--- config.mk ---
export PLATFORM = sky130hd
export DESIGN_NAME = expose_sequencer_flat
export DESIGN_NICKNAME = d
export VERILOG_FILES = /design/src/rtl/expose_sequencer_if.sv /design/src/rtl/expose_sequencer.sv /design/src/flat_wrapper.sv
export SDC_FILE = /design/constraint.sdc
export NUM_CORES = 1
export LEC_CHECK = 0
export CAP_MARGIN = 20
export CORE_MARGIN = 8
export CORE_UTILIZATION = 57
export CTS_BUF_LIST = sky130_fd_sc_hd__clkbuf_4
export CTS_CLUSTER_SIZE = 16
export DETAILED_ROUTE_END_ITERATION = 6
export GPL_TIMING_DRIVEN = 0
export PLACE_DENSITY = 0.87
export SYNTH_ARGS = -nofsm -noshare
export SYNTH_HDL_FRONTEND = slang
export SYNTH_SLANG_ARGS = --single-unit
--- constraint.sdc ---
create_clock -name clk -period 2.99 [get_ports clk]
set_clock_uncertainty 0.05 [all_clocks]
set_input_delay 0.598 -clock clk [delete_from_list [all_inputs] [get_ports clk]]
set_output_delay 0.598 -clock clk [all_outputs]
set_load 0.005 [all_outputs]
--- src/rtl/expose_sequencer_if.sv ---
// Control/drive bundle between the frame controller (master) and expose_sequencer (slave).
// EXPOSE_REPEAT_EN adds the continuous request input.
interface expose_sequencer_if #(
  parameter int unsigned CNT_W = 8,
  parameter int unsigned RST_W = 4
);
  logic             start;
  logic             abort;
  logic [CNT_W-1:0] expose_cycles;
  logic [RST_W-1:0] pixreset_cycles;
  logic             readout_ack;
`ifdef EXPOSE_REPEAT_EN
  logic             continuous;
`endif
  logic             busy;
  logic             pix_reset;
  logic             expose;
  logic             expose_finished;
  logic             readout_req;
  logic             aborted;
  logic [CNT_W-1:0] expose_count;

`ifdef EXPOSE_REPEAT_EN
  modport master (
    output start, abort, expose_cycles, pixreset_cycles, readout_ack, continuous,
    input  busy, pix_reset, expose, expose_finished, readout_req, aborted, expose_count
  );
  modport slave (
    input  start, abort, expose_cycles, pixreset_cycles, readout_ack, continuous,
    output busy, pix_reset, expose, expose_finished, readout_req, aborted, expose_count
  );
`else
  modport master (
    output start, abort, expose_cycles, pixreset_cycles, readout_ack,
    input  busy, pix_reset, expose, expose_finished, readout_req, aborted, expose_count
  );
  modport slave (
    input  start, abort, expose_cycles, pixreset_cycles, readout_ack,
    output busy, pix_reset, expose, expose_finished, readout_req, aborted, expose_count
  );
`endif
endinterface

--- src/rtl/expose_sequencer.sv ---
// Pixel exposure sequencer: pixel-reset phase, exposure phase, then readout handshake.
// Optional EXPOSE_REPEAT_EN: restart a frame directly from DONE while continuous is high.
module expose_sequencer #(
  parameter int unsigned CNT_W = 8,
  parameter int unsigned RST_W = 4
) (
  input logic clk,
  input logic reset,
  expose_sequencer_if.slave bus
);

  typedef enum logic [1:0] {IDLE, PIXRST, EXPOSE, DONE} state_t;

  state_t           state, state_d;
  logic [CNT_W-1:0] n_lat, n_lat_d;
  logic [RST_W-1:0] p_lat, p_lat_d;
  logic [CNT_W-1:0] exp_cnt, exp_cnt_d;
  logic [RST_W-1:0] rst_cnt, rst_cnt_d;
  logic             busy_d, pix_reset_d, expose_d, done_d, aborted_d;
  logic             repeat_c;

`ifdef EXPOSE_REPEAT_EN
  assign repeat_c = bus.continuous;
`else
  assign repeat_c = 1'b0;
`endif

  // Zero-length phases are skipped entirely.
  function automatic state_t first_state(input logic [RST_W-1:0] p, input logic [CNT_W-1:0] n);
    if (p != '0)      return PIXRST;
    else if (n != '0) return EXPOSE;
    else              return DONE;
  endfunction

  // State, counters and registered outputs
  always_ff @(posedge clk or posedge reset) begin
    if (reset) begin
      state               <= IDLE;
      n_lat               <= '0;
      p_lat               <= '0;
      exp_cnt             <= '0;
      rst_cnt             <= '0;
      bus.busy            <= 1'b0;
      bus.pix_reset       <= 1'b0;
      bus.expose          <= 1'b0;
      bus.expose_finished <= 1'b0;
      bus.readout_req     <= 1'b0;
      bus.aborted         <= 1'b0;
    end else begin
      state               <= state_d;
      n_lat               <= n_lat_d;
      p_lat               <= p_lat_d;
      exp_cnt             <= exp_cnt_d;
      rst_cnt             <= rst_cnt_d;
      bus.busy            <= busy_d;
      bus.pix_reset       <= pix_reset_d;
      bus.expose          <= expose_d;
      bus.expose_finished <= done_d;
      bus.readout_req     <= done_d;
      bus.aborted         <= aborted_d;
    end
  end

  assign bus.expose_count = exp_cnt;

  // Next state; counters hold the number of cycles already begun in the current phase
  always_comb begin
    state_d   = state;
    n_lat_d   = n_lat;
    p_lat_d   = p_lat;
    exp_cnt_d = exp_cnt;
    rst_cnt_d = rst_cnt;
    unique case (state)
      IDLE: begin
        if (bus.start) begin
          n_lat_d   = bus.expose_cycles;
          p_lat_d   = bus.pixreset_cycles;
          state_d   = first_state(bus.pixreset_cycles, bus.expose_cycles);
          exp_cnt_d = (state_d == EXPOSE) ? CNT_W'(1) : '0;
          rst_cnt_d = RST_W'(1);
        end
      end
      PIXRST: begin
        if (bus.abort) begin
          state_d = IDLE;
        end else if (rst_cnt == p_lat) begin
          state_d   = (n_lat != '0) ? EXPOSE : DONE;
          exp_cnt_d = (n_lat != '0) ? CNT_W'(1) : '0;
        end else begin
          rst_cnt_d = rst_cnt + RST_W'(1);
        end
      end
      EXPOSE: begin
        if (bus.abort)              state_d = IDLE;
        else if (exp_cnt == n_lat)  state_d = DONE;
        else                        exp_cnt_d = exp_cnt + CNT_W'(1);
      end
      DONE: begin
        if (bus.abort) begin
          state_d = IDLE;
        end else if (bus.readout_ack) begin
          if (repeat_c) begin
            state_d   = first_state(p_lat, n_lat);
            exp_cnt_d = (state_d == EXPOSE) ? CNT_W'(1) : '0;
            rst_cnt_d = RST_W'(1);
          end else begin
            state_d = IDLE;
          end
        end
      end
      default: state_d = IDLE;
    endcase
  end

  // Output values for the coming cycle, decoded from the next state
  always_comb begin
    busy_d      = (state_d != IDLE);
    pix_reset_d = (state_d == PIXRST);
    expose_d    = (state_d == EXPOSE);
    done_d      = (state_d == DONE);
    aborted_d   = bus.abort && (state != IDLE);
  end

endmodule

--- src/flat_wrapper.sv ---
// flat-port wrapper written by rule: the top's interface ports become plain ports
module expose_sequencer_flat 
#(
  parameter int unsigned CNT_W = 8,
  parameter int unsigned RST_W = 4
)
  (clk, reset, bus_start, bus_abort, bus_expose_cycles, bus_pixreset_cycles, bus_readout_ack, bus_busy, bus_pix_reset, bus_expose, bus_expose_finished, bus_readout_req, bus_aborted, bus_expose_count);
  expose_sequencer_if #(.CNT_W(CNT_W), .RST_W(RST_W)) bus_i ();
  input logic clk;
  input logic reset;
  input wire logic [$bits(bus_i.start)-1:0] bus_start;
  input wire logic [$bits(bus_i.abort)-1:0] bus_abort;
  input wire logic [$bits(bus_i.expose_cycles)-1:0] bus_expose_cycles;
  input wire logic [$bits(bus_i.pixreset_cycles)-1:0] bus_pixreset_cycles;
  input wire logic [$bits(bus_i.readout_ack)-1:0] bus_readout_ack;
  output wire logic [$bits(bus_i.busy)-1:0] bus_busy;
  output wire logic [$bits(bus_i.pix_reset)-1:0] bus_pix_reset;
  output wire logic [$bits(bus_i.expose)-1:0] bus_expose;
  output wire logic [$bits(bus_i.expose_finished)-1:0] bus_expose_finished;
  output wire logic [$bits(bus_i.readout_req)-1:0] bus_readout_req;
  output wire logic [$bits(bus_i.aborted)-1:0] bus_aborted;
  output wire logic [$bits(bus_i.expose_count)-1:0] bus_expose_count;
  assign bus_i.start = bus_start;
  assign bus_i.abort = bus_abort;
  assign bus_i.expose_cycles = bus_expose_cycles;
  assign bus_i.pixreset_cycles = bus_pixreset_cycles;
  assign bus_i.readout_ack = bus_readout_ack;
  assign bus_busy = bus_i.busy;
  assign bus_pix_reset = bus_i.pix_reset;
  assign bus_expose = bus_i.expose;
  assign bus_expose_finished = bus_i.expose_finished;
  assign bus_readout_req = bus_i.readout_req;
  assign bus_aborted = bus_i.aborted;
  assign bus_expose_count = bus_i.expose_count;
  expose_sequencer #(.CNT_W(CNT_W), .RST_W(RST_W)) u_core (.clk(clk), .reset(reset), .bus(bus_i));
endmodule
Yosys cells after proc, flatten, opt, wreduce, memory -nomap -nowiden
Cells that the tools add are included.
{"block": "totals", "reg_bits": 31, "latchBits": 0, "mem_bits_rw": 0, "mem_bits_ro": 0, "inputBits": 17, "word_cells": 64, "n_memories": 0}
{"block": "classes", "n_addsub": 2, "mul": 0, "n_div": 0, "n_lt_le_gt_ge": 0, "n_eq_ne": 15, "shifts": 0, "muxes": 25, "bitwise": 1, "reduce_logical": 11}
{"op": "$mux W8", "n": 5}
{"op": "$pmux W8 S3", "n": 1}
{"op": "$mux W2", "n": 10}
{"op": "$reduce_bool A8 Y1", "n": 2}
{"op": "$mux W4", "n": 3}
{"op": "$eq A2 B2 Y1 const B", "n": 5}
{"op": "$ne A2 B2 Y1 const B", "n": 5}
{"op": "$add A8 B1 Y8 const B", "n": 1}
{"op": "$eq A8 B8 Y1", "n": 1}
{"op": "$pmux W2 S4", "n": 1}
{"op": "$pmux W4 S2", "n": 1}
{"op": "$reduce_and A6 Y1", "n": 1}
{"op": "$reduce_bool A2 Y1", "n": 3}
{"op": "$add A4 B1 Y4 const B", "n": 1}
{"op": "$eq A2 B1 Y1 const B", "n": 2}
{"op": "$eq A4 B4 Y1", "n": 1}
{"op": "$mux W1", "n": 4}
{"op": "$reduce_and A4 Y1", "n": 1}
{"op": "$reduce_bool A4 Y1", "n": 1}
{"op": "$logic_not A2 Y1", "n": 1}
{"op": "$ne A2 B1 Y1 const B", "n": 1}
{"op": "$reduce_and A2 Y1", "n": 1}
{"op": "$logic_and A1 B1 Y1", "n": 1}
{"op": "$not A1 Y1", "n": 1}

Longest topological paths before layout
Gate-level depths: netlist of the first run.
{"block": "depth", "depth_word": 9, "ltp_mapped": 9}

Worst setup path before layout of the first run
OpenSTA, ideal clock, no wires.
{"block": "synth_path", "path_type": "register -> register", "from": "reg u_core.state[0]", "to": "reg u_core.exp_cnt[0], in the netlist u_core.bus.expose_count[0]", "setup_time_ps": 118, "arrival_ps": 1700, "t_required_ps": 2822, "setup_slack_ps": 1122, "stages_incl_launch_ff": 9, "n_path_buf": 0, "synth_period_minus_slack_ps": 1868, "cell_sequence": "dfrtp_1 > inv_1 > ha_1 > nor2b_1 > nor3_1 > a21oi_1 > o21bai_2 > a211oi_1 > a21o_1"}
{"block": "synth_between", "elab_chain_len": 3}
{"element": "start: declaration", "line": "expose_sequencer.sv:14", "text": "state_t state, state_d;"}
{"element": "start signal: assignment", "line": "expose_sequencer.sv:50", "text": "state <= state_d;"}
{"element": "$eq A2 B2 Y1, or another cell as far along", "line": "expose_sequencer.sv:73", "text": "unique case (state)"}
{"element": "$ne A2 B2 Y1 (no source line), or another cell as far along"}
{"element": "$reduce_and A6 Y1 (no source line)"}
{"element": "end signal: assignment", "line": "expose_sequencer.sv:53", "text": "exp_cnt <= exp_cnt_d;"}
{"element": "end: declaration", "line": "expose_sequencer.sv:17", "text": "logic [CNT_W-1:0] exp_cnt, exp_cnt_d;"}
Parallel ways exist; a longest one is shown, timed or not.
A chain may end at the register's enable or synchronous reset.

Final worst setup path of the first run
Same ends and word-level chain as after synthesis.

==> reports/metrics.cfg, run 1 <==
[run_status]
status = finished, final reports clean

[place]
place_hpwl_mm = 3.07
port_buffers = 30
finalWeightedCongestion = 0.811
postPlaceCellArea_um2 = 2040
dp_slack_ns = 0.375

[floorplanning]
die_area_um2 = 4920
num_rows = 19
die-height_um = 70.1
ioPinCount = 31
die_w_um = 70.1
start_util = 0.601
core_area_um2 = 2780

[timing]
fin_ws_ns = 0.671
tns_ns = 0
slew_violations = 0
max_slew_margin = 0.565
hold_viol = 0
fin_crit_ns = 2.32
fmax_ghz = 0.431
fin_crit_sh = 0.775
worstMarginPinSlew_ns = 0.651
finalSetupViolCount = 0
rsz0062_at_grt = no

[clock_network]
post_cts_resized = 0
tritoncts = yes
holdBufCountCts = 0
cts.sinks = 31
clk_path_buf_depth = 2
post-cts-setup-buffers = 0
cts_buffers = 5
cts_root_buf = clkbuf_4
clock_latency_ns = 0.33
clk_pin_slew_ns = 0.09
htree_levels = 2

[final_layout]
area_delta_synth_final_pct = 26.5
fill_cells = 191
multi_input_area_um2 = 848
finish.instance_area_um2 = 2110
num_antenna_cells = 0
drive_gt1_frac = 0.128
regArea_um2 = 776
nets = 225

[logic_synthesis]
postSynthCellCount = 164
synth_area_per_cell_um2 = 10.2
postSynthNetCount = 187
yosys_warnings = 0
synth-edff-count = 0
synthArstFlopShare = 1.00
yosysSeqAreaShare = 0.464
synth-seq-cells = 31
syn-cell-area_um2 = 1670
ys_types = 36
ys.flop_type = dfrtp_1

[global_route]
antenna_found_initial = 0
grt_pass1_wl_mm = 6.58
grt_busiest_layer = met2
gr-usage-met2 = 0.260
grt_use_met3 = 0.0720
overflow = 0
gr-usage-met1 = 0.184
gr-usage-all-layers = 0.164
grt_max_degree = 18
grt_pass1_vias = 1414

[drt]
dr.first_iter.drc_count = 94
ant_nets = 0
drc = 0
viasPerCell = 5.85
vias = 1368
avgRoutedWirePerCell_um = 16.7
wirelength_mm = 3.90
first_pass_iters = 4

[critical_path]
worstPathCellList = inv_1 -> ha_1 -> nor2b_1 -> nor3_1 -> a21oi_1 -> o21bai_2 -> a211oi_1 -> a21o_1
max_stage_delay_ns = 0.45
slowest_stage = dfrtp_1
worstPathMaxFanout = 9
arrival_ns = 2.49
start_kind = register
end_kind = register
crit_required_ns = 3.16
critical_path_class = register to register

[power]
powerDensity_nw_per_um2 = 786
ir_drop_mv = 0.635
finalPower_mw = 1.66
power_leakage_nw = 0.967

[min_path]
hp-class = register to register

[run]
max-cap-violations = 0

[cells in the mapped netlist, types with 2 or more instances]
| cell | count | area (um^2) |
|---|---|---|
| dfrtp_1 | 31 | 776 |
| nor2_1 | 17 | 63.8 |
| xor2_1 | 13 | 114 |
| mux2_2 | 12 | 135 |
| a21oi_1 | 11 | 55.1 |
| nand2_1 | 11 | 41.3 |
| inv_1 | 8 | 30.0 |
| nor4_1 | 7 | 43.8 |
| o21ai_0 | 7 | 35.0 |
| ha_1 | 6 | 75.1 |
| and3_1 | 5 | 31.3 |
| nor2b_1 | 5 | 31.3 |
| nand3_1 | 4 | 20.0 |
| nor3_1 | 3 | 15.0 |
| a21boi_0 | 2 | 15.0 |
| nand2b_1 | 2 | 12.5 |
[power by group]
group / switching, mW / internal, mW / total, mW
logic: 0.336 / 0.322 / 0.657
clock network: 0.141 / 0.172 / 0.313
registers: 0.135 / 0.555 / 0.690
[per-layer routing]
metal  part of all wire  vias to the layer above  routed length (um)
met2               0.47                       64                1850
met5                  0                        -                   0
met4              0.029                        0                 113
met3              0.080                       14                 314
met1               0.42                      640                1630
li1                   -                      650                   -
[final timing paths]
path                                 start                    endpoint  slack (ns)  depth (start not counted)
min                        u_core.p_lat[0]             u_core.p_lat[0]        0.49                          1
max reg2reg                u_core.state[0]  u_core.bus.expose_count[0]        0.67                          8
max in group asynchronous            reset  u_core.bus.expose_count[1]        1.78                          3
max                        u_core.state[0]  u_core.bus.expose_count[0]        0.67                          8
min reg2reg                u_core.p_lat[0]             u_core.p_lat[0]        0.49                          1
min in group asynchronous            reset           u_core.rst_cnt[3]        0.60                          2
[worst max-delay path: cells and delay by family, from the launching register on]
kind | cells | cell delay, ns
flops | 1 | 0.45
buf+inv | 1 | 0.12
fa+ha+maj | 1 | 0.28
compound gates | 4 | 0.83
simple gates | 2 | 0.47
[through the flow]
stage / instances / hold WS [ns] / util
floorplan: 164 / 0.447 / -
global placement: 225 / 0.464 / 0.722
detailed placement: 226 / 0.472 / 0.732
CTS: 234 / 0.494 / 0.760
global route: 234 / 0.514 / 0.760
finish: 234 / 0.494 / 0.760
[layout by cell type, fill, tap and decap left out, drive strengths merged, types with 2 or more instances in the layout]
master,instances
clkinv,2
nor2b,5
inv,8
and3,6
nor3,3
mux2,12
nor2,17
a21boi,2
ha,6
dfrtp,31
xor2,13
nand2b,2
a21oi,11
buf,3
nand2,11
o21ai,7
nand3,4
nor4,8
clkbuf,6
clkdlybuf4s50,30
[registers in the layout, indices dropped and copies added, names as in the netlist]
register and count:
u_core.p_lat 4, u_core.bus.busy 1, u_core.bus.expose_count 8, u_core.rst_cnt 4, u_core.bus.expose 1, u_core.bus.pix_reset 1, u_core.bus.aborted 1, u_core.bus.expose_finished 1
u_core.state 2, u_core.n_lat 8
[cells by family (layout without fill, tap and decap cells)]
family | count (synthesis) | in the layout | share of synthesized area
simple gates | 61 | 61 | 0.195
buf+inv | 11 | 50 | 0.0277
xor+xnor | 14 | 14 | 0.0734
fa+ha+maj | 6 | 6 | 0.0449
mux | 12 | 12 | 0.0809
compound gates | 29 | 29 | 0.114
flops | 31 | 31 | 0.464
[final cells by class]
cell class / instances / share of cell area
inverter: 8 / 0.0142
multi-input combinational: 122 / 0.401
timing repair buffer: 31 / 0.155
tap: 31 / 0.0184
buffer: 3 / 0.00770
sequential: 31 / 0.367
clock buffer: 5 / 0.0178
clock inverter: 3 / 0.0184
No activity file was read; power rests on OpenSTA's default activity.
==> run 2, diff against run 1 <==
--- a/config.mk
+++ b/config.mk
@@ -7,12 +7,12 @@
 export LEC_CHECK = 0
 export CAP_MARGIN = 20
 export CORE_MARGIN = 8
-export CORE_UTILIZATION = 57
+export CORE_UTILIZATION = 54
 export CTS_BUF_LIST = sky130_fd_sc_hd__clkbuf_4
 export CTS_CLUSTER_SIZE = 16
 export DETAILED_ROUTE_END_ITERATION = 6
 export GPL_TIMING_DRIVEN = 0
-export PLACE_DENSITY = 0.87
+export PLACE_DENSITY = 0.83
 export SYNTH_ARGS = -nofsm -noshare
 export SYNTH_HDL_FRONTEND = slang
 export SYNTH_SLANG_ARGS = --single-unit
==> constraint.sdc (replaced) <==
create_clock -name clk -period 2.3 [get_ports clk]
set_clock_uncertainty 0.05 [all_clocks]
set_input_delay 0.46 -clock clk [delete_from_list [all_inputs] [get_ports clk]]
set_output_delay 0.46 -clock clk [all_outputs]
set_load 0.005 [all_outputs]
==> run 2 against run 1 <==
First-iteration DRC count is 19% lower. Critical path depth stayed put. Via count is 1.2% lower. Critical endpoint unchanged. Design area is 0.24% higher. Worst hold slack worse by 0.050 ns. Clock power is 30% higher. Non-clock buffer count stayed put.
==> reports/metrics.cfg, run 2 (synthesis results as in run 1) <==
[timing]
slew_violations = 0  ; unchanged
fmax_ghz = 0.470  ; was 0.431 GHz
finalSetupViolCount = 0  ; unchanged
tns_ns = 0  ; unchanged
whs_ns = 0.443  ; was 0.494 ns
rsz0062_at_grt = no  ; unchanged
fin_crit_ns = 2.13  ; was 2.32 ns
max_slew_margin = 0.590  ; was 0.565
fin_crit_sh = 0.926  ; was 0.775
hold_viol = 0  ; unchanged
worstMarginPinSlew_ns = 0.614  ; was 0.651 ns

[place]
postPlaceCellArea_um2 = 2040  ; about the same
port_buffers = 30  ; unchanged
finalWeightedCongestion = 0.903  ; was 0.811
place_hpwl_mm = 2.91  ; was 3.07 mm

[global_route]
antenna_found_initial = 0  ; unchanged
grt_use_met3 = 0.0711  ; was 0.0720
grt_max_degree = 19  ; was 18
overflow = 0  ; unchanged
gr-usage-all-layers = 0.159  ; was 0.164
gr-usage-met2 = 0.253  ; was 0.260
gr-usage-met1 = 0.183  ; was 0.184
grt_pass1_wl_mm = 6.44  ; was 6.58 mm
grt_busiest_layer = met2  ; unchanged
grt_pass1_vias = 1392  ; was 1414

[floorplanning]
die-height_um = 71.6  ; was 70.1 um
start_util = 0.556  ; was 0.601
num_rows = 20  ; was 19
die_area_um2 = 5130  ; was 4920 um^2
core_area_um2 = 3000  ; was 2780 um^2
ioPinCount = 31  ; unchanged
die_w_um = 71.6  ; was 70.1 um

[drt]
dr.first_iter.drc_count = 76  ; was 94
drc = 0  ; unchanged
wirelength_mm = 3.78  ; was 3.90 mm
ant_nets = 0  ; unchanged
first_pass_iters = 4  ; unchanged
viasPerCell = 5.72  ; was 5.85
vias = 1351  ; was 1368
avgRoutedWirePerCell_um = 16.0  ; was 16.7 um

[clock_network]
holdBufCountCts = 0  ; unchanged
cts.sinks = 31  ; unchanged
clock_latency_ns = 0.33  ; about the same
tritoncts = yes  ; unchanged
cts_root_buf = clkbuf_4  ; unchanged
clk_path_buf_depth = 2  ; unchanged
cts_buffers = 5  ; unchanged
clk_pin_slew_ns = 0.10  ; was 0.09 ns
htree_levels = 2  ; unchanged

[final_layout]
layout_common_cells = dfrtp_1 (31), clkdlybuf4s50_1 (30), nor2_1 (17)  ; unchanged
fill_cells = 240  ; was 191
finish.instance_area_um2 = 2120  ; was 2110 um^2
area_delta_synth_final_pct = 26.8  ; was 26.5%
num_antenna_cells = 0  ; unchanged
drive_gt1_frac = 0.133  ; was 0.128
nets = 225  ; unchanged
mostFrequentLayoutCell = dfrtp_1  ; unchanged

[power]
finalPower_mw = 2.14  ; was 1.66 mW
power_leakage_nw = 0.969  ; was 0.967 nW
powerDensity_nw_per_um2 = 1010  ; was 786 nW/um^2
ir_drop_mv = 0.605  ; was 0.635 mV

[critical_path]
critical_path_class = register to register  ; unchanged
arrival_ns = 2.31  ; was 2.49 ns
worstPathMaxFanout = 9  ; unchanged
end_kind = register  ; unchanged
start_kind = register  ; unchanged
crit_required_ns = 2.48  ; was 3.16 ns

[run]
max-cap-violations = 0  ; unchanged

[run_status]
status = finished, final reports clean  ; unchanged

[min_path]
hp-class = input port to asynchronous set/reset pin  ; was register to register

## run 2: area by class of cell
class                           count  area, um^2  area share
Multi-Input combinational cell    122         851       0.402
Sequential cell                    31         776       0.366
Timing Repair Buffer               31         328       0.155
Tap cell                           33        41.3      0.0195
Clock inverter                      3        38.8      0.0183
Clock buffer                        5        37.5      0.0177
Inverter                            8        30.0      0.0142
Buffer                              3        16.3     0.00768
## run 2: power breakdown
group,internal [mW],switching [mW],leakage [nW]
sequential,0.721,0.169,0.392
combinational,0.420,0.428,0.535
clock,0.223,0.184,0.0426
## run 2: path summary, 6_finish.rpt
| kind | slack (ns) | endpoint | start | cells past startpoint |
|---|---|---|---|---|
| max | 0.17 | u_core.bus.expose_count[0] | u_core.state[1] | 8 |
| min | 0.44 | u_core.n_lat[3] | reset | 2 |
| max reg2reg | 0.17 | u_core.bus.expose_count[0] | u_core.state[1] | 8 |
| min reg2reg | 0.49 | u_core.p_lat[1] | u_core.p_lat[1] | 1 |
| max in group asynchronous | 1.26 | u_core.n_lat[1] | reset | 3 |
| min in group clk | 0.49 | u_core.p_lat[1] | u_core.p_lat[1] | 1 |
## run 2: layer usage
metal	vias to the layer above	routed length [um]
li1	657	-
met1	644	1580
met2	43	1800
met3	7	336
met4	0	63
met5	-	0
## run 2: worst max-delay path: stages, from the launching register on
cell and delay, ns:
dfrtp_1 0.44, inv_1 0.12, ha_1 0.28, nor2b_2 0.31, nor3_1 0.07, a21oi_1 0.22, o21bai_2 0.25, a211oi_1 0.10
a21o_1 0.17
## run 2: per-stage QoR
stage           util  instances  setup slack, ns
2_1_floorplan      -        164            0.432
4_1_cts        0.705        236           0.0645
6_report       0.705        236            0.171
3_3_place_gp   0.670        227           -0.122
3_5_place_dp   0.679        228           -0.155
5_1_grt        0.705        236           0.0171
## run 2: what timing repair did
item                                   CTS  global route
setup endpoints to repair                0             4
gates resized for setup                  0             2
endpoints found under the hold margin    0             0
setup buffers                            0             0
==> run 3, diff against run 2 <==
==> constraint.sdc (replaced) <==
create_clock -name clk -period 2.3 [get_ports clk]
set_clock_uncertainty 0.05 [all_clocks]
set_input_delay 0.575 -clock clk [delete_from_list [all_inputs] [get_ports clk]]
set_output_delay 0.575 -clock clk [all_outputs]
set_load 0.005 [all_outputs]
==> run 3 against run 2 <==
Worst hold slack better by 0.047 ns. Flip-flop and latch count unchanged. Sequential power hardly changed. Critical path depth shrank 2. Combinational power increased by 0.8%. Largest power group unchanged. Worst setup slack got worse by 0.043 ns.
==> reports/metrics.cfg, run 3 (synthesis results as in run 1) <==
[global_route]
grt_pass1_wl_mm = 6.44  ; unchanged
overflow = 0  ; unchanged
antenna_found_initial = 0  ; unchanged
grt_max_degree = 19  ; unchanged
grt_pass1_vias = 1392  ; unchanged
gr-usage-all-layers = 0.159  ; unchanged

[timing]
rsz0062_at_grt = no  ; unchanged
slew_violations = 0  ; unchanged
fmax_ghz = 0.460  ; was 0.470 GHz
tns_ns = 0  ; unchanged
finalSetupViolCount = 0  ; unchanged
fin_ws_ns = 0.127  ; was 0.171 ns
whs_ns = 0.490  ; was 0.443 ns
hold_viol = 0  ; unchanged
fin_crit_ns = 2.17  ; was 2.13 ns
max_slew_margin = 0.586  ; was 0.590
fin_crit_sh = 0.945  ; was 0.926
worstMarginPinSlew_ns = 0.620  ; was 0.614 ns

[final_layout]
final_cells = 236  ; unchanged
finish.instance_area_um2 = 2120  ; about the same
fin_util = 0.708  ; was 0.705
area_delta_synth_final_pct = 27.2  ; was 26.8%
num_antenna_cells = 0  ; unchanged
drive_gt1_frac = 0.138  ; was 0.133
layout_common_cells = dfrtp_1 (31), clkdlybuf4s50_1 (30), nor2_1 (17)  ; unchanged
mostFrequentLayoutCell = dfrtp_1  ; unchanged
nets = 225  ; unchanged

[critical_path]
arrival_ns = 2.38  ; was 2.31 ns
r2r-start = u_core.state[1]  ; unchanged
slowest_stage = clkdlybuf4s50_1  ; was dfrtp_1
end_kind = register  ; unchanged
r2r_end = u_core.bus.expose_count[0]  ; unchanged
worstPathCellList = clkdlybuf4s50_1 -> nor4_2 -> a21boi_1 -> a21oi_1 -> a311oi_2 -> nor2b_1  ; was inv_1 -> ha_1 -> nor2b_2 -> nor3_1 -> a21oi_1 -> o21bai_2 -> a211oi_1 -> a21o_1
start_kind = input port  ; was register
critical_path_class = input port to register  ; was register to register
reg2regPathDepth = 8  ; unchanged
crit_required_ns = 2.51  ; was 2.48 ns
worstPathMaxFanout = 5  ; was 9
rrSetupSlack_ns = 0.16  ; was 0.17 ns
max_stage_delay_ns = 0.45  ; was 0.44 ns
worstPathBufferInverterCount = 1  ; unchanged
cp.depth = 6  ; was 8
cpLargestDelayFamily = compound AO/OA/AOI/OAI gates  ; unchanged

[drt]
vias = 1348  ; was 1351
ant_nets = 0  ; unchanged
avgRoutedWirePerCell_um = 16.1  ; was 16.0 um
drc = 0  ; unchanged
dr.first_iter.drc_count = 97  ; was 76
first_pass_iters = 4  ; unchanged
viasPerCell = 5.71  ; was 5.72
wirelength_mm = 3.80  ; was 3.78 mm

[clock_network]
post-cts-setup-buffers = 0  ; unchanged
cts.sinks = 31  ; unchanged
post_cts_resized = 0  ; unchanged
tritoncts = yes  ; unchanged
clk_path_buf_depth = 2  ; unchanged
clock_latency_ns = 0.33  ; about the same
htree_levels = 2  ; unchanged
cts_buffers = 5  ; unchanged
cts_root_buf = clkbuf_4  ; unchanged
clk_pin_slew_ns = 0.09  ; was 0.10 ns
holdBufCountCts = 0  ; unchanged

[floorplanning]
core_area_um2 = 3000  ; unchanged
start_util = 0.556  ; unchanged
die-height_um = 71.6  ; unchanged
die_area_um2 = 5130  ; unchanged
ioPinCount = 31  ; unchanged
num_rows = 20  ; unchanged
die_w_um = 71.6  ; unchanged

[power]
power_leakage_nw = 0.970  ; was 0.969 nW
p_seq_frac = 0.415  ; about the same
ir_drop_mv = 0.606  ; was 0.605 mV
powerDensity_nw_per_um2 = 1010  ; about the same
pwr-share-clk = 0.188  ; was 0.190
finalPower_mw = 2.15  ; was 2.14 mW
swShare = 0.365  ; was 0.364
p_int_mw = 1.36  ; about the same
switchingPower_mw = 0.783  ; was 0.781 mW
comb_power_share = 0.398  ; was 0.395

[min_path]
hp-class = register to register  ; was input port to asynchronous set/reset pin
hold_end = u_core.p_lat[1]
worstHoldPathCells = 1
hold_start = u_core.p_lat[1]

[place]
place_inst = 228  ; unchanged
dp_slack_ns = -0.270  ; was -0.155 ns
postPlaceCellArea_um2 = 2040  ; unchanged
finalWeightedCongestion = 0.903  ; unchanged
port_buffers = 30  ; unchanged
place_hpwl_mm = 2.91  ; unchanged

[run_status]
status = finished, final reports clean  ; unchanged

[run]
max-cap-violations = 0  ; unchanged

run 3: cell count changes in the layout (fill, tap and decap cells not counted):
cell    before  now
nor4_1       7    6
nor4_2       0    1
run 3: power groups by stage:
stage	logic [mW]	clock network (mW)	registers, mW
after floorplan	0.614	0	0.855
after global placement	0.804	0	0.885
after detailed placement	0.839	0	0.902
after CTS	0.853	0.418	0.890
after global routing	0.945	0.438	0.910
final	0.854	0.403	0.891
run 3: final cells by class:
cell class	instances	area, um^2
timing repair buffer	31	328
sequential	31	776
clock inverter	3	38.8
multi-input combinational	122	857
fill	240	878
buffer	3	16.3
clock buffer	5	37.5
inverter	8	30.0
tap	33	41.3
run 3: metal layers:
metal | wire length [um] | global-route usage | vias to the layer above
met5 | 0 | 0 | -
met4 | 70 | 0.0612 | 0
met3 | 341 | 0.0711 | 9
met2 | 1810 | 0.253 | 47
met1 | 1580 | 0.183 | 635
li1 | - | - | 657
run 3: worst max-delay path by stage:
stage	to	startpoint
floorplan	u_core.bus.expose_count[0]	u_core.state[0]
CTS	u_core.bus.expose	bus_pixreset_cycles[0]
finish	u_core.bus.expose	bus_pixreset_cycles[0]
global route	u_core.bus.expose_count[0]	u_core.state[1]
detailed placement	u_core.bus.expose	bus_pixreset_cycles[0]
global placement	u_core.bus.expose	bus_pixreset_cycles[0]
==> RTL change: new RTL, settings of run 1 <==
Make the reset (`reset`) synchronous in one clocked block.
--- a/src/rtl/expose_sequencer.sv
+++ b/src/rtl/expose_sequencer.sv
@@ -35,3 +35,3 @@
   // State, counters and registered outputs
-  always_ff @(posedge clk or posedge reset) begin
+  always_ff @(posedge clk) begin
     if (reset) begin
Behaviour: differs if reset is asserted again (counterexample within 4 cycles, from zero or initial values and one cycle with reset high); with reset held inactive, the same outputs for 10 cycles.
==> RTL change against run 1 <==
- area after synthesis up 1.0%
- critical path depth is 1 lower
- worst setup slack got worse by 0.15 ns
- wire length increased by 5.4%
- sequential cell count unchanged
- count of clock-buffer cells in the layout did not move
- sequential share of layout area down 7.1 points
- final area down 0.95%
- critical endpoint is now u_core.bus.expose_count[1]$_SDFFE_PP0P_
Power is not compared: it rests on default switching activity, and its combinational part moved more than twofold at a synthesized area within 25%.
==> RTL change: results (changes against run 1) <==
synthesis:
  synth_ff_type: "dfxtp_1"
  synth_xor_area_frac: 0.0726  # -0.000762
  ys_seq_area_frac: 0.368  # -0.0967
  synthTopCellsByCount: "dfxtp_1 (31), nand2_1 (31), a21oi_1 (24)"
  synthTopCellsByArea: "dfxtp_1 (37%), a21oi_1 (7.1%), nand2_1 (6.9%)"
  synth_adder_area_share: 0.0445  # -0.000466
  synthMuxAreaShare: 0.0178  # -0.0631
  avgSynthCellArea_um2: 8.00  # -21%
  synth_fp_nets: 234  # +25%
  async_reset_ff_frac: 0  # -1.00
  synth_cell_types: 41  # +14%
grt:
  met2_usage: 0.268  # +0.00771
  gr-usage-met1: 0.209  # +0.0251
  grt_util_met3: 0.0650  # -0.00706
  first_global_vias: 1564  # +11%
  grt_max_degree: 11  # -7
  grt_usage: 0.173  # +0.00862
setup_path:
  reg2reg_to: "u_core.bus.expose_count[1]$_SDFFE_PP0P_"
  ff2ff_path_depth: 7  # -1
  cp.arrival_ns: 2.71  # +0.22 ns
  reg2reg_slack_ns: 0.52  # -0.15 ns
  crit_path_start: "u_core.state[0]$_SDFF_PP0_"
  cp_top_family: "simple AND/OR/NAND/NOR gates"
placed_design:
  hpwl_um: 3030  # -1.4%
  dpl.cell_count: 271  # +20%
  post-place-ws_ns: 0.285  # -0.0900 ns
  io_buffers: 29  # -3.3%
  gp_congestion: 0.887  # +9.3%
route:
  met2_length_um: 1930  # +4.6%
  viasPerCell: 5.88  # +0.55%
  met1_length_um: 1840  # +13%
  wl_um: 4120  # +5.4%
run_status:
  outcome: "completed"
min_path:
  holdCritStartpoint: "u_core.p_lat[1]$_SDFFE_PP0P_"
  hold_path_end: "u_core.p_lat[1]$_SDFFE_PP0P_"
  whs_path_depth: 2  # +1
finish:
  drive_gt1_frac: 0.0524  # -0.0757
  instances_no_fill: 279  # +19%
sta:
  slew_headroom: 0.458  # -0.108
  hold_ws_ns: 0.425  # -0.0683 ns
clock_network:
  clk_latency_ns: 0.35  # +0.02 ns
[RTL change: cell count changes after synthesis, sizes merged, moves of 9 or more]
cell | run 1 | this run
xnor2 | 1 | 10
a21oi | 11 | 24
xor2 | 13 | 4
mux2 | 12 | 0
nand2 | 11 | 32
dfxtp | 0 | 31
dfrtp | 31 | 0
[RTL change: area by class of cell]
cell class	count	area (µm²)
timing repair buffer	29	290
tap	31	38.8
clock buffer	5	37.5
buffer	10	41.3
inverter	11	41.3
clock inverter	3	38.8
sequential	31	621
multi-input combinational	159	985
fill	223	688
[RTL change: power breakdown]
group,internal [W],switching [W]
Combinational,0.0000846,0.000107
Clock,0.000172,0.000155
Sequential,0.000433,0.0000195
Total,0.000690,0.000281
[RTL change: worst reg2reg max path: stages (launching register included)]
cell	delay (ns)
dfxtp_1	0.46
inv_1	0.10
ha_1	0.31
a21o_1	0.20
a221oi_1	0.36
nand2_2	0.21
or4b_1	0.56
a21oi_1	0.14
